<file path="src/rtl/mem_access_pkg.sv">
// Shared types for the data-memory access unit: op encoding, FSM states,
// default window size and small decode helpers.
package mem_access_pkg;

  localparam int ADDR_BITS_DEFAULT = 12;

  typedef enum logic [2:0] {
    LW  = 3'd0,
    LH  = 3'd1,
    LHU = 3'd2,
    LB  = 3'd3,
    LBU = 3'd4,
    SW  = 3'd5,
    SH  = 3'd6,
    SB  = 3'd7
  } op_e;

  typedef enum logic [1:0] {
    IDLE   = 2'd0,
    ACCESS = 2'd1,
    MERGE  = 2'd2,
    RESP   = 2'd3
  } state_e;

  function automatic logic is_load(op_e op);
    logic r;
    case (op)
      LW, LH, LHU, LB, LBU: r = 1'b1;
      default:              r = 1'b0;
    endcase
    return r;
  endfunction

  // Words need 4-byte alignment, halfwords 2-byte; bytes are always aligned.
  function automatic logic is_misaligned(op_e op, logic [1:0] lo);
    logic r;
    case (op)
      LW, SW:      r = (lo != 2'b00);
      LH, LHU, SH: r = lo[0];
      default:     r = 1'b0;
    endcase
    return r;
  endfunction

endpackage

</file>
<file path="src/rtl/mem_access_if.sv">
// Request/response and memory-port bundle. The unit takes the slave side;
// the pipeline plus memory take the master side.
interface mem_access_if;
  logic        req_valid;
  logic        req_ready;
  logic [2:0]  req_op;
  logic [31:0] req_addr;
  logic [31:0] req_wdata;
  logic [31:0] req_pc;
  logic        rsp_valid;
  logic [31:0] rsp_rdata;
  logic        rsp_err;
  logic [31:0] mem_addr;
  logic        mem_we;
  logic [31:0] mem_wdata;
  logic [31:0] mem_rdata;

  modport slave (
    input  req_valid, req_op, req_addr, req_wdata, req_pc, mem_rdata,
    output req_ready, rsp_valid, rsp_rdata, rsp_err, mem_addr, mem_we, mem_wdata
  );

  modport master (
    output req_valid, req_op, req_addr, req_wdata, req_pc, mem_rdata,
    input  req_ready, rsp_valid, rsp_rdata, rsp_err, mem_addr, mem_we, mem_wdata
  );
endinterface

</file>
<file path="src/rtl/mem_access_unit_byte_lane.sv">
// byte_lane_unit: little-endian lane extraction with sign/zero extension,
// and lane replacement for sub-word stores. Purely combinational.
module byte_lane_unit
  import mem_access_pkg::*;
(
  input  op_e         op,
  input  logic [1:0]  lane,
  input  logic [31:0] word,
  input  logic [31:0] sdata,
  output logic [31:0] load_val,
  output logic [31:0] store_word
);

  logic [7:0]  byte_s;
  logic [15:0] half_s;

  // Select the addressed lane, then extend it or splice store data into it.
  always_comb begin
    byte_s     = word[{lane, 3'b000} +: 8];
    half_s     = lane[1] ? word[31:16] : word[15:0];
    load_val   = 32'd0;
    store_word = word;
    case (op)
      LW:  load_val = word;
      LH:  load_val = {{16{half_s[15]}}, half_s};
      LHU: load_val = {16'd0, half_s};
      LB:  load_val = {{24{byte_s[7]}}, byte_s};
      LBU: load_val = {24'd0, byte_s};
      SW:  store_word = sdata;
      SH: begin
        if (lane[1]) begin
          store_word = {sdata[15:0], word[15:0]};
        end else begin
          store_word = {word[31:16], sdata[15:0]};
        end
      end
      SB:  store_word[{lane, 3'b000} +: 8] = sdata[7:0];
      default: begin
        load_val   = 32'd0;
        store_word = word;
      end
    endcase
  end

endmodule

</file>
<file path="src/rtl/mem_access_unit.sv">
// CPU-side load/store initiator; sub-word stores are read-modify-write.
// Define MEM_ACCESS_DISPLAY_EN to log every memory write in simulation.
module mem_access_unit
  import mem_access_pkg::*;
#(
  parameter int ADDR_BITS = ADDR_BITS_DEFAULT
) (
  input  logic          clk,
  input  logic          reset,
  mem_access_if.slave   bus
);

  state_e      state_r, state_s;
  op_e         op_r, op_s, req_op_s;
  logic [1:0]  lane_r, lane_s;
  logic [31:0] wdata_r, wdata_s;
  logic        req_ready_r, req_ready_s;
  logic        rsp_valid_r, rsp_valid_s;
  logic [31:0] rsp_rdata_r, rsp_rdata_s;
  logic        rsp_err_r, rsp_err_s;
  logic [31:0] mem_addr_r, mem_addr_s;
  logic        mem_we_r, mem_we_s;
  logic [31:0] mem_wdata_r, mem_wdata_s;
  logic        out_of_window_s;
  logic [31:0] load_val_s, store_word_s;

  assign req_op_s        = op_e'(bus.req_op);
  assign out_of_window_s = (bus.req_addr >> ADDR_BITS) != 32'd0;

  byte_lane_unit u_lane (
    .op         (op_r),
    .lane       (lane_r),
    .word       (bus.mem_rdata),
    .sdata      (wdata_r),
    .load_val   (load_val_s),
    .store_word (store_word_s)
  );

  // Next state and next registered outputs; everything idles at zero.
  always_comb begin
    state_s     = state_r;
    op_s        = op_r;
    lane_s      = lane_r;
    wdata_s     = wdata_r;
    req_ready_s = 1'b0;
    rsp_valid_s = 1'b0;
    rsp_rdata_s = 32'd0;
    rsp_err_s   = 1'b0;
    mem_addr_s  = 32'd0;
    mem_we_s    = 1'b0;
    mem_wdata_s = 32'd0;
    case (state_r)
      IDLE: begin
        if (bus.req_valid) begin
          op_s    = req_op_s;
          lane_s  = bus.req_addr[1:0];
          wdata_s = bus.req_wdata;
          if (out_of_window_s || is_misaligned(req_op_s, bus.req_addr[1:0])) begin
            state_s     = RESP;
            rsp_valid_s = 1'b1;
            rsp_err_s   = 1'b1;
          end else begin
            state_s    = ACCESS;
            mem_addr_s = {bus.req_addr[31:2], 2'b00};
            if (req_op_s == SW) begin
              mem_we_s    = 1'b1;
              mem_wdata_s = bus.req_wdata;
            end else begin
              mem_we_s    = 1'b0;
            end
          end
        end else begin
          req_ready_s = 1'b1;
        end
      end
      ACCESS: begin
        if (is_load(op_r)) begin
          state_s     = RESP;
          rsp_valid_s = 1'b1;
          rsp_rdata_s = load_val_s;
        end else if (op_r == SW) begin
          state_s     = RESP;
          rsp_valid_s = 1'b1;
        end else begin
          // The word read this cycle is merged now and written in MERGE.
          state_s     = MERGE;
          mem_addr_s  = mem_addr_r;
          mem_we_s    = 1'b1;
          mem_wdata_s = store_word_s;
        end
      end
      MERGE: begin
        state_s     = RESP;
        rsp_valid_s = 1'b1;
      end
      RESP: begin
        state_s     = IDLE;
        req_ready_s = 1'b1;
      end
      default: begin
        state_s     = IDLE;
        req_ready_s = 1'b1;
      end
    endcase
  end

  // State, request latch and output registers with synchronous reset.
  always_ff @(posedge clk) begin
    if (!reset) begin
      state_r     <= IDLE;
      op_r        <= LW;
      lane_r      <= 2'd0;
      wdata_r     <= 32'd0;
      req_ready_r <= 1'b1;
      rsp_valid_r <= 1'b0;
      rsp_rdata_r <= 32'd0;
      rsp_err_r   <= 1'b0;
      mem_addr_r  <= 32'd0;
      mem_we_r    <= 1'b0;
      mem_wdata_r <= 32'd0;
    end else begin
      state_r     <= state_s;
      op_r        <= op_s;
      lane_r      <= lane_s;
      wdata_r     <= wdata_s;
      req_ready_r <= req_ready_s;
      rsp_valid_r <= rsp_valid_s;
      rsp_rdata_r <= rsp_rdata_s;
      rsp_err_r   <= rsp_err_s;
      mem_addr_r  <= mem_addr_s;
      mem_we_r    <= mem_we_s;
      mem_wdata_r <= mem_wdata_s;
    end
  end

  assign bus.req_ready = req_ready_r;
  assign bus.rsp_valid = rsp_valid_r;
  assign bus.rsp_rdata = rsp_rdata_r;
  assign bus.rsp_err   = rsp_err_r;
  assign bus.mem_addr  = mem_addr_r;
  // Reset low must block the write even mid-operation.
  assign bus.mem_we    = mem_we_r & reset;
  assign bus.mem_wdata = mem_wdata_r;

`ifdef MEM_ACCESS_DISPLAY_EN
  logic [31:0] pc_r;

  // Issuing PC, kept only for the write log.
  always_ff @(posedge clk) begin
    if (!reset) begin
      pc_r <= 32'd0;
    end else if (state_r == IDLE && bus.req_valid) begin
      pc_r <= bus.req_pc;
    end else begin
      pc_r <= pc_r;
    end
  end

  // One log line per memory write cycle.
  always_ff @(posedge clk) begin
    if (mem_we_r && reset) begin
      $display("@%h: *%h <= %h", pc_r, mem_addr_r, mem_wdata_r);
    end
  end
`endif

endmodule

</file>
<file path="src/flat_wrapper.sv">
// flat-port wrapper written by rule: the top's interface ports become plain ports
module mem_access_unit_flat import mem_access_pkg::*;
#(
  parameter int ADDR_BITS = ADDR_BITS_DEFAULT
)
  (clk, reset, bus_req_valid, bus_req_op, bus_req_addr, bus_req_wdata, bus_req_pc, bus_mem_rdata, bus_req_ready, bus_rsp_valid, bus_rsp_rdata, bus_rsp_err, bus_mem_addr, bus_mem_we, bus_mem_wdata);
  mem_access_if bus_i ();
  input  logic clk;
  input  logic reset;
  input wire logic [$bits(bus_i.req_valid)-1:0] bus_req_valid;
  input wire logic [$bits(bus_i.req_op)-1:0] bus_req_op;
  input wire logic [$bits(bus_i.req_addr)-1:0] bus_req_addr;
  input wire logic [$bits(bus_i.req_wdata)-1:0] bus_req_wdata;
  input wire logic [$bits(bus_i.req_pc)-1:0] bus_req_pc;
  input wire logic [$bits(bus_i.mem_rdata)-1:0] bus_mem_rdata;
  output wire logic [$bits(bus_i.req_ready)-1:0] bus_req_ready;
  output wire logic [$bits(bus_i.rsp_valid)-1:0] bus_rsp_valid;
  output wire logic [$bits(bus_i.rsp_rdata)-1:0] bus_rsp_rdata;
  output wire logic [$bits(bus_i.rsp_err)-1:0] bus_rsp_err;
  output wire logic [$bits(bus_i.mem_addr)-1:0] bus_mem_addr;
  output wire logic [$bits(bus_i.mem_we)-1:0] bus_mem_we;
  output wire logic [$bits(bus_i.mem_wdata)-1:0] bus_mem_wdata;
  assign bus_i.req_valid = bus_req_valid;
  assign bus_i.req_op = bus_req_op;
  assign bus_i.req_addr = bus_req_addr;
  assign bus_i.req_wdata = bus_req_wdata;
  assign bus_i.req_pc = bus_req_pc;
  assign bus_i.mem_rdata = bus_mem_rdata;
  assign bus_req_ready = bus_i.req_ready;
  assign bus_rsp_valid = bus_i.rsp_valid;
  assign bus_rsp_rdata = bus_i.rsp_rdata;
  assign bus_rsp_err = bus_i.rsp_err;
  assign bus_mem_addr = bus_i.mem_addr;
  assign bus_mem_we = bus_i.mem_we;
  assign bus_mem_wdata = bus_i.mem_wdata;
  mem_access_unit #(.ADDR_BITS(ADDR_BITS)) u_core (.clk(clk), .reset(reset), .bus(bus_i));
endmodule
</file>
<file path="config.mk">
export PLATFORM = sky130hd
export DESIGN_NAME = mem_access_unit_flat
export DESIGN_NICKNAME = d
export VERILOG_FILES = /design/src/rtl/mem_access_pkg.sv /design/src/rtl/mem_access_if.sv /design/src/rtl/mem_access_unit_byte_lane.sv /design/src/rtl/mem_access_unit.sv /design/src/flat_wrapper.sv
export SDC_FILE = /design/constraint.sdc
export NUM_CORES = 1
export LEC_CHECK = 0
export ABC_CLOCK_PERIOD_IN_PS = 4600
export CORE_ASPECT_RATIO = 0.8
export CORE_UTILIZATION = 46
export CTS_BUF_LIST = sky130_fd_sc_hd__clkbuf_4 sky130_fd_sc_hd__clkbuf_8 sky130_fd_sc_hd__clkbuf_16
export CTS_CLUSTER_DIAMETER = 50
export DETAILED_ROUTE_END_ITERATION = 8
export PLACE_DENSITY = 0.9
export SLEW_MARGIN = 20
export SYNTH_ARGS = -nofsm -noshare
export SYNTH_HDL_FRONTEND = slang
export SYNTH_SLANG_ARGS = --single-unit
</file>
<file path="constraint.sdc">
create_clock -name clk -period 4.6 [get_ports clk]
set_input_delay 0.69 -clock clk [delete_from_list [all_inputs] [get_ports clk]]
set_output_delay 0.69 -clock clk [all_outputs]
set_load 0.02 [all_outputs]
</file>
==> results of run 1 <==
sequential cells by signal, summed over array words and instances, names as in the netlist:
register / flops
u_core.bus.mem_addr: 30
u_core.bus.mem_wdata: 32
u_core.bus.req_ready: 1
u_core.bus.rsp_err: 1
u_core.bus.rsp_rdata: 32
u_core.bus.rsp_valid: 1
u_core.lane_r: 2
u_core.mem_we_r: 1
u_core.op_r: 3
u_core.state_r: 2
u_core.wdata_r: 16
worst max-delay path by stage:
stage / slack, ns / end / depth (start not counted) / start
3_5_place_dp: 1.55 / u_core.state_r[1] / 5 / bus_req_valid
2_1_floorplan: 2.52 / bus_mem_we / 3 / reset
5_1_grt: 1.67 / bus_mem_we / 4 / reset
4_1_cts: 1.71 / bus_mem_we / 4 / reset
6_report: 1.72 / bus_mem_we / 4 / reset
3_3_place_gp: 1.60 / u_core.state_r[1] / 5 / bus_req_valid
logic make-up (layout without fill, tap and decap cells):
logic type | after synthesis | in the layout | share of synthesized area (%)
AOI/OAI and AO/OA | 180 | 180 | 21.6
xor gates and xnor gates | 1 | 1 | 0.158
adders and majority gates | 10 | 10 | 2.21
buffers and inverters | 66 | 253 | 5.94
DFF | 121 | 121 | 43.7
muxes | 20 | 20 | 4.16
other | 1 | 2 | 0.0677
and+or+nand+nor | 230 | 230 | 22.2
cell usage after synthesis, drive strengths merged, types with 2 or more instances:
master / instances / share of area (%)
o21bai: 2 / 0.27
or3: 2 / 0.23
nor2b: 3 / 0.34
and2: 28 / 3.2
a32oi: 3 / 0.47
o32ai: 8 / 1.3
a22oi: 24 / 3.3
mux2i: 5 / 0.90
nor4: 3 / 0.34
nand3b: 3 / 0.41
nand4b: 2 / 0.32
ha: 9 / 2.0
a31oi: 13 / 1.5
a21oi: 67 / 6.8
and3: 13 / 1.5
nand3: 45 / 4.3
nand2: 67 / 4.5
nand2b: 4 / 0.50
nor3b: 3 / 0.41
a41o: 9 / 1.6
a222oi: 2 / 0.36
nor3: 9 / 0.90
o21ai: 32 / 2.9
clkbuf: 24 / 1.6
dfxtp: 121 / 44
or4: 2 / 0.41
a211oi: 2 / 0.27
nor2: 22 / 1.8
o22ai: 4 / 0.45
inv: 10 / 0.68
mux2: 14 / 2.8
a221oi: 3 / 0.47
nor4bb: 2 / 0.36
buf: 31 / 3.6
o31ai: 3 / 0.41
nand4: 18 / 2.0
layout make-up:
class,instances,share of cell area (%)
clock buffers,17,5.24
multi-input cells,443,34.5
flip-flops and latches,121,29.8
repair buffers,210,25.6
inverters,11,0.509
clock inverters,15,2.05
well taps,148,2.28
metal layers:
layer	vias to the layer above	wire length, um	GRT usage (%)	share of wire (%)
met5	-	0	0	0
met3	43	1720	6.56	9.1
met4	0	487	11.8	2.6
met2	342	8720	48.1	46
li1	2651	-	-	-
met1	2690	8040	40.1	42
power groups by stage:
stage / combinational, W / sequential, W / clock (W)
CTS: 0.000858 / 0.00121 / 0.00135
floorplan: 0.000498 / 0.00125 / 0
detailed placement: 0.000849 / 0.00123 / 0
finish: 0.000871 / 0.00121 / 0.00135
global route: 0.000940 / 0.00122 / 0.00140
global placement: 0.000826 / 0.00123 / 0
worst reg2reg max path: stages, from the launching register on:
cell and delay (ns):
dfxtp_1 0.33, inv_1 0.11, ha_1 0.52, nand3_1 0.47, nor3_1 0.74, o21ai_0 0.17, a31oi_1 0.24
stage by stage:
| step | cell area (um2) | setup slack, ns | util, % | hold WS [ns] |
|---|---|---|---|---|
| floorplan | 5540 | 2.52 | - | 0.445 |
| global placement | 7520 | 1.60 | 64.8 | 0.442 |
| detailed placement | 7520 | 1.55 | 64.8 | 0.444 |
| CTS | 8110 | 1.71 | 69.9 | 0.460 |
| global route | 8120 | 1.67 | 70.0 | 0.469 |
| finish | 8120 | 1.72 | 70.0 | 0.458 |
==> metrics.cfg, run 1 <==
[pwr]
p_sw_share_pct = 33.1
comb_power_share_pct = 25.4
powerDensity_mw_per_mm2 = 422
ir_worst_vdd_mv = 0.326
power.leakage_nw = 2.98
pwr-share-seq_pct = 35.3
internal-power_w = 0.00229
p_clk_share_pct = 39.3
p_sw_w = 0.00114
finalPower_w = 0.00343

[layout]
antenna_cells = 0
stdcell_count = 965
layout_common_cells = 199 x clkdlybuf4s50_1, 121 x dfxtp_1, 67 x nand2_1
area_growth_syn_to_layout_pct = 46.5
num-nets-final = 947
fillerInstances = 859
final_common_cell = clkdlybuf4s50_1
seqCellArea_mm2 = 0.00242
multi_input_area_mm2 = 0.00280
drive_gt1_share_pct = 9.67

[cts]
clock_path_buffers = 2
cts.root.buffer_cell = clkbuf_16
postCtsHoldBufs = 0
clk_latency_ns = 0.42
cts_sinks = 121
cts_setup_buffers = 0
numCtsBuffers = 17
htreeDepth = 4
cts_tree = yes
path_clk_slew_ns = 0.06
post_cts_resized = 0

[die]
coreArea_mm2 = 0.0116
rows = 35
fp.dieArea_mm2 = 0.0125
initial_core_util_pct = 47.7
die_x_um = 125
pin_count = 234
die_height_um = 100

[routing]
drt-initial-drc-count = 723
viasPerCell = 5.93
ant_nets = 0
first_pass_iters = 5
routedWlPerCell_um = 19.7
wl_um = 19000
drc = 0
vias = 5726

[grt]
grt_first_pass_wirelength_um = 29600
antenna_found_initial = 0
gr-total-overflow = 0
grt_max_degree = 33
grt_pass1_vias = 5518
grt_use_total_pct = 30.2

[logic_synthesis]
ys_ff_latch = 121
synthArstFlopShare_pct = 0
syn_inst = 629
avgSynthCellArea_um2 = 8.81
synth-edff-count = 0
ys_types = 63
ys.warnings.count = 0
seq_area_frac_synth_pct = 43.7
syn-cell-area_mm2 = 0.00554
synth_top_flop_cell = dfxtp_1

[setup_path]
path_buf_inv = 3
slowest_delay_ns = 0.60
r2r_start = u_core.state_r[1]
reg2reg_to = u_core.bus.mem_wdata[6]
ff2ff_path_depth = 6
crit_fanout = 28
start_kind = input pin
crit_required_ns = 3.91
cp_common_cell = clkdlybuf4s50_1
critPathArrivalTime_ns = 2.19
rrSetupSlack_ns = 1.93
cp_slowest_cell = clkdlybuf4s50_1
critical_path_class = input pin to primary output
cp-end-kind = primary output
crit_family = buffers and inverters
cp_cell_sequence = clkdlybuf4s50_1 > buf_4 > and2_1 > clkdlybuf4s50_1

[sta]
finalHoldViolCount = 0
fin_skew_ns = 0.00813
fmax_mhz = 347
period_needed_ns = 2.88
rsz0062_at_grt = no
fin_tns_setup_ns = 0
finalSetupViolCount = 0
max_slew_margin_pct = 41.4
fin_crit_sh_pct = 62.7
slew_viol_final = 0
worst_slew_pin_slew_ns = 0.875

[run]
maxCapViolations = 0

[hold_path]
whs_path_depth = 1
min_path_type = register to register
worstHoldEndpoint = u_core.bus.mem_addr[21]
hp-start = u_core.bus.mem_addr[21]

[placed_design]
dp_hpwl_um = 13600
numPortBuffers = 199
gp_congestion = 0.906
placed_cells = 933

[run_status]
status = completed

No activity file was read; power rests on OpenSTA's default activity.
==> inputs of run 2 (changes only) <==
- ABC_CLOCK_PERIOD_IN_PS: 4600 -> 3000
- CORE_UTILIZATION: 46 -> 43
- PLACE_DENSITY: 0.9 -> 0.85
- clock period: 4.6 -> 3 ns (I/O delays scaled with it)
==> run 2 against run 1 <==
  * Critical path depth grew 2
  * Global-route usage shrank 1.4 points
  * Count of clock-buffer cells in the layout grew 1
  * Critical path type is now register to register
  * Highest routed layer unchanged
==> metrics.cfg, run 2 (synthesis gave the netlist of run 1 again) <==
[run_status]
status = completed

[grt]
antenna_found_initial = 0  ; unchanged
grt_first_pass_wirelength_um = 29500  ; -0.12%
grt_pass1_vias = 5536  ; +0.33%
grt_max_degree = 33  ; unchanged
grt_use_total_pct = 28.8  ; -1.4 points
gr-total-overflow = 0  ; unchanged

[sta]
fmax_mhz = 388
max_slew_margin_pct = 48.2  ; +6.7 points
fin_skew_ns = 0.00459  ; -0.00354 ns
fin_tns_setup_ns = 0  ; unchanged
rsz0062_at_grt = no
finalHoldViolCount = 0  ; unchanged
setup_ws_ns = 0.420  ; -1.30 ns
worst_slew_pin_slew_ns = 0.773  ; -0.102 ns
slew_viol_final = 0  ; unchanged
finalSetupViolCount = 0  ; unchanged
fin_crit_sh_pct = 86.0
period_needed_ns = 2.58

[layout]
drive_gt1_share_pct = 10.3  ; +0.65 points
fillerInstances = 991  ; +15%
layout_common_cells = 199 x clkdlybuf4s50_1, 121 x dfxtp_1, 67 x nand2_1
antenna_cells = 0  ; unchanged
final_common_cell = clkdlybuf4s50_1
area_growth_syn_to_layout_pct = 49.1
num-nets-final = 954  ; +0.74%
fin_util_pct = 66.7  ; -3.3 points

[setup_path]
crit_family = simple AND/OR/NAND/NOR gates
path_buf_inv = 1  ; -2
crit_fanout = 10  ; -64%
cp_slowest_cell = nor3_1
critical_path_class = register to register
slowest_delay_ns = 0.58  ; -0.02 ns
start_kind = register
cp_cell_sequence = inv_1 > ha_1 > nand4bb_1 > nor3_1 > o21ai_0 > a31oi_1
critPathArrivalTime_ns = 2.90  ; +0.71 ns
crit_required_ns = 3.32  ; -0.59 ns
cp-end-kind = register

[pwr]
p_sw_w = 0.00171  ; +51%
internal-power_w = 0.00378  ; +65%
p_sw_share_pct = 31.2  ; -2.0 points
pwr-share-seq_pct = 33.9  ; -1.4 points
finalPower_w = 0.00549  ; +60%
powerDensity_mw_per_mm2 = 664  ; +57%
ir_worst_vdd_mv = 0.511  ; +57%
power.leakage_nw = 3.04  ; +1.7%
p_clk_share_pct = 41.7  ; +2.4 points
comb_power_share_pct = 24.4  ; -1.0 points

[die]
pin_count = 234  ; unchanged
fp.dieArea_mm2 = 0.0133  ; +6.8%
coreArea_mm2 = 0.0124  ; +6.7%
initial_core_util_pct = 44.7  ; -3.0 points
rows = 36  ; +2.9%
die_height_um = 104  ; +3.4%
die_x_um = 129  ; +3.4%

[placed_design]
numPortBuffers = 199  ; unchanged
dp_hpwl_um = 13900  ; +2.1%
gp_congestion = 0.924  ; +2.0%
pre_cts_ws_ns = 0.423  ; -1.13 ns

[cts]
cts_sinks = 121  ; unchanged
postCtsHoldBufs = 0  ; unchanged
path_clk_slew_ns = 0.06  ; about the same
cts_setup_buffers = 0  ; unchanged
numCtsBuffers = 17  ; unchanged
cts_tree = yes
htreeDepth = 4  ; unchanged
cts.root.buffer_cell = clkbuf_16
clock_path_buffers = 2  ; unchanged
clk_latency_ns = 0.42  ; about the same
post_cts_resized = 0  ; unchanged

[routing]
vias = 5742  ; +0.28%
first_pass_iters = 6  ; +1
ant_nets = 0  ; unchanged
routedWlPerCell_um = 19.2  ; -2.2%
drt-initial-drc-count = 596  ; -18%
drc = 0  ; unchanged
wl_um = 19100  ; +0.82%
viasPerCell = 5.77  ; -2.7%

[hold_path]
min_path_type = register to register

[run]
maxCapViolations = 0  ; unchanged

## run 2: cell count changes in the layout (fill, tap and decap cells not counted)
cell	before	now
buf_4	11	18
nor4bb_1	1	2
clkinv_4	6	2
clkbuf_8	0	1
nor4bb_2	1	0
bufinv_16	2	5
clkinvlp_4	0	4
clkinv_2	2	1
inv_6	5	2
## run 2: per-layer routing
layer	global-route usage, %	routed length (um)	vias up
li1	-	-	2673
met1	37.3	8330	2724
met2	47.2	8890	308
met3	6.40	1540	37
met4	9.33	362	0
met5	0	0	-
## run 2: power by group through the flow
stage	combinational (W)	sequential (W)	clock [W]
detailed placement	0.00130	0.00189	0
floorplan	0.000763	0.00191	0
global placement	0.00127	0.00189	0
CTS	0.00132	0.00186	0.00231
finish	0.00134	0.00186	0.00229
global route	0.00144	0.00188	0.00238
## run 2: cell type report
type / count / area [um2] / area share (%)
multi-input combinational: 443 / 2800 / 33.9
clock inverter: 14 / 220 / 2.67
sequential: 121 / 2420 / 29.3
timing repair buffer: 217 / 2130 / 25.7
clock buffer: 18 / 439 / 5.32
tap: 171 / 214 / 2.59
inverter: 11 / 41.3 / 0.500
## run 2: worst paths after layout
kind / startpoint / slack, ns / end / cells after the start
max reg2reg: u_core.lane_r[0] / 0.42 / u_core.bus.mem_wdata[5] / 6
max: u_core.lane_r[0] / 0.42 / u_core.bus.mem_wdata[5] / 6
min: u_core.bus.mem_addr[20] / 0.46 / u_core.bus.mem_addr[20] / 1
min reg2reg: u_core.bus.mem_addr[20] / 0.46 / u_core.bus.mem_addr[20] / 1
## run 2: per-stage QoR
stage	cells	instance area, um2	hold WS (ns)
after detailed placement	963	7600	0.443
final	995	8260	0.458
after floorplan	630	5540	0.445
after global placement	963	7600	0.444
after global routing	995	8260	0.466
after CTS	995	8260	0.461
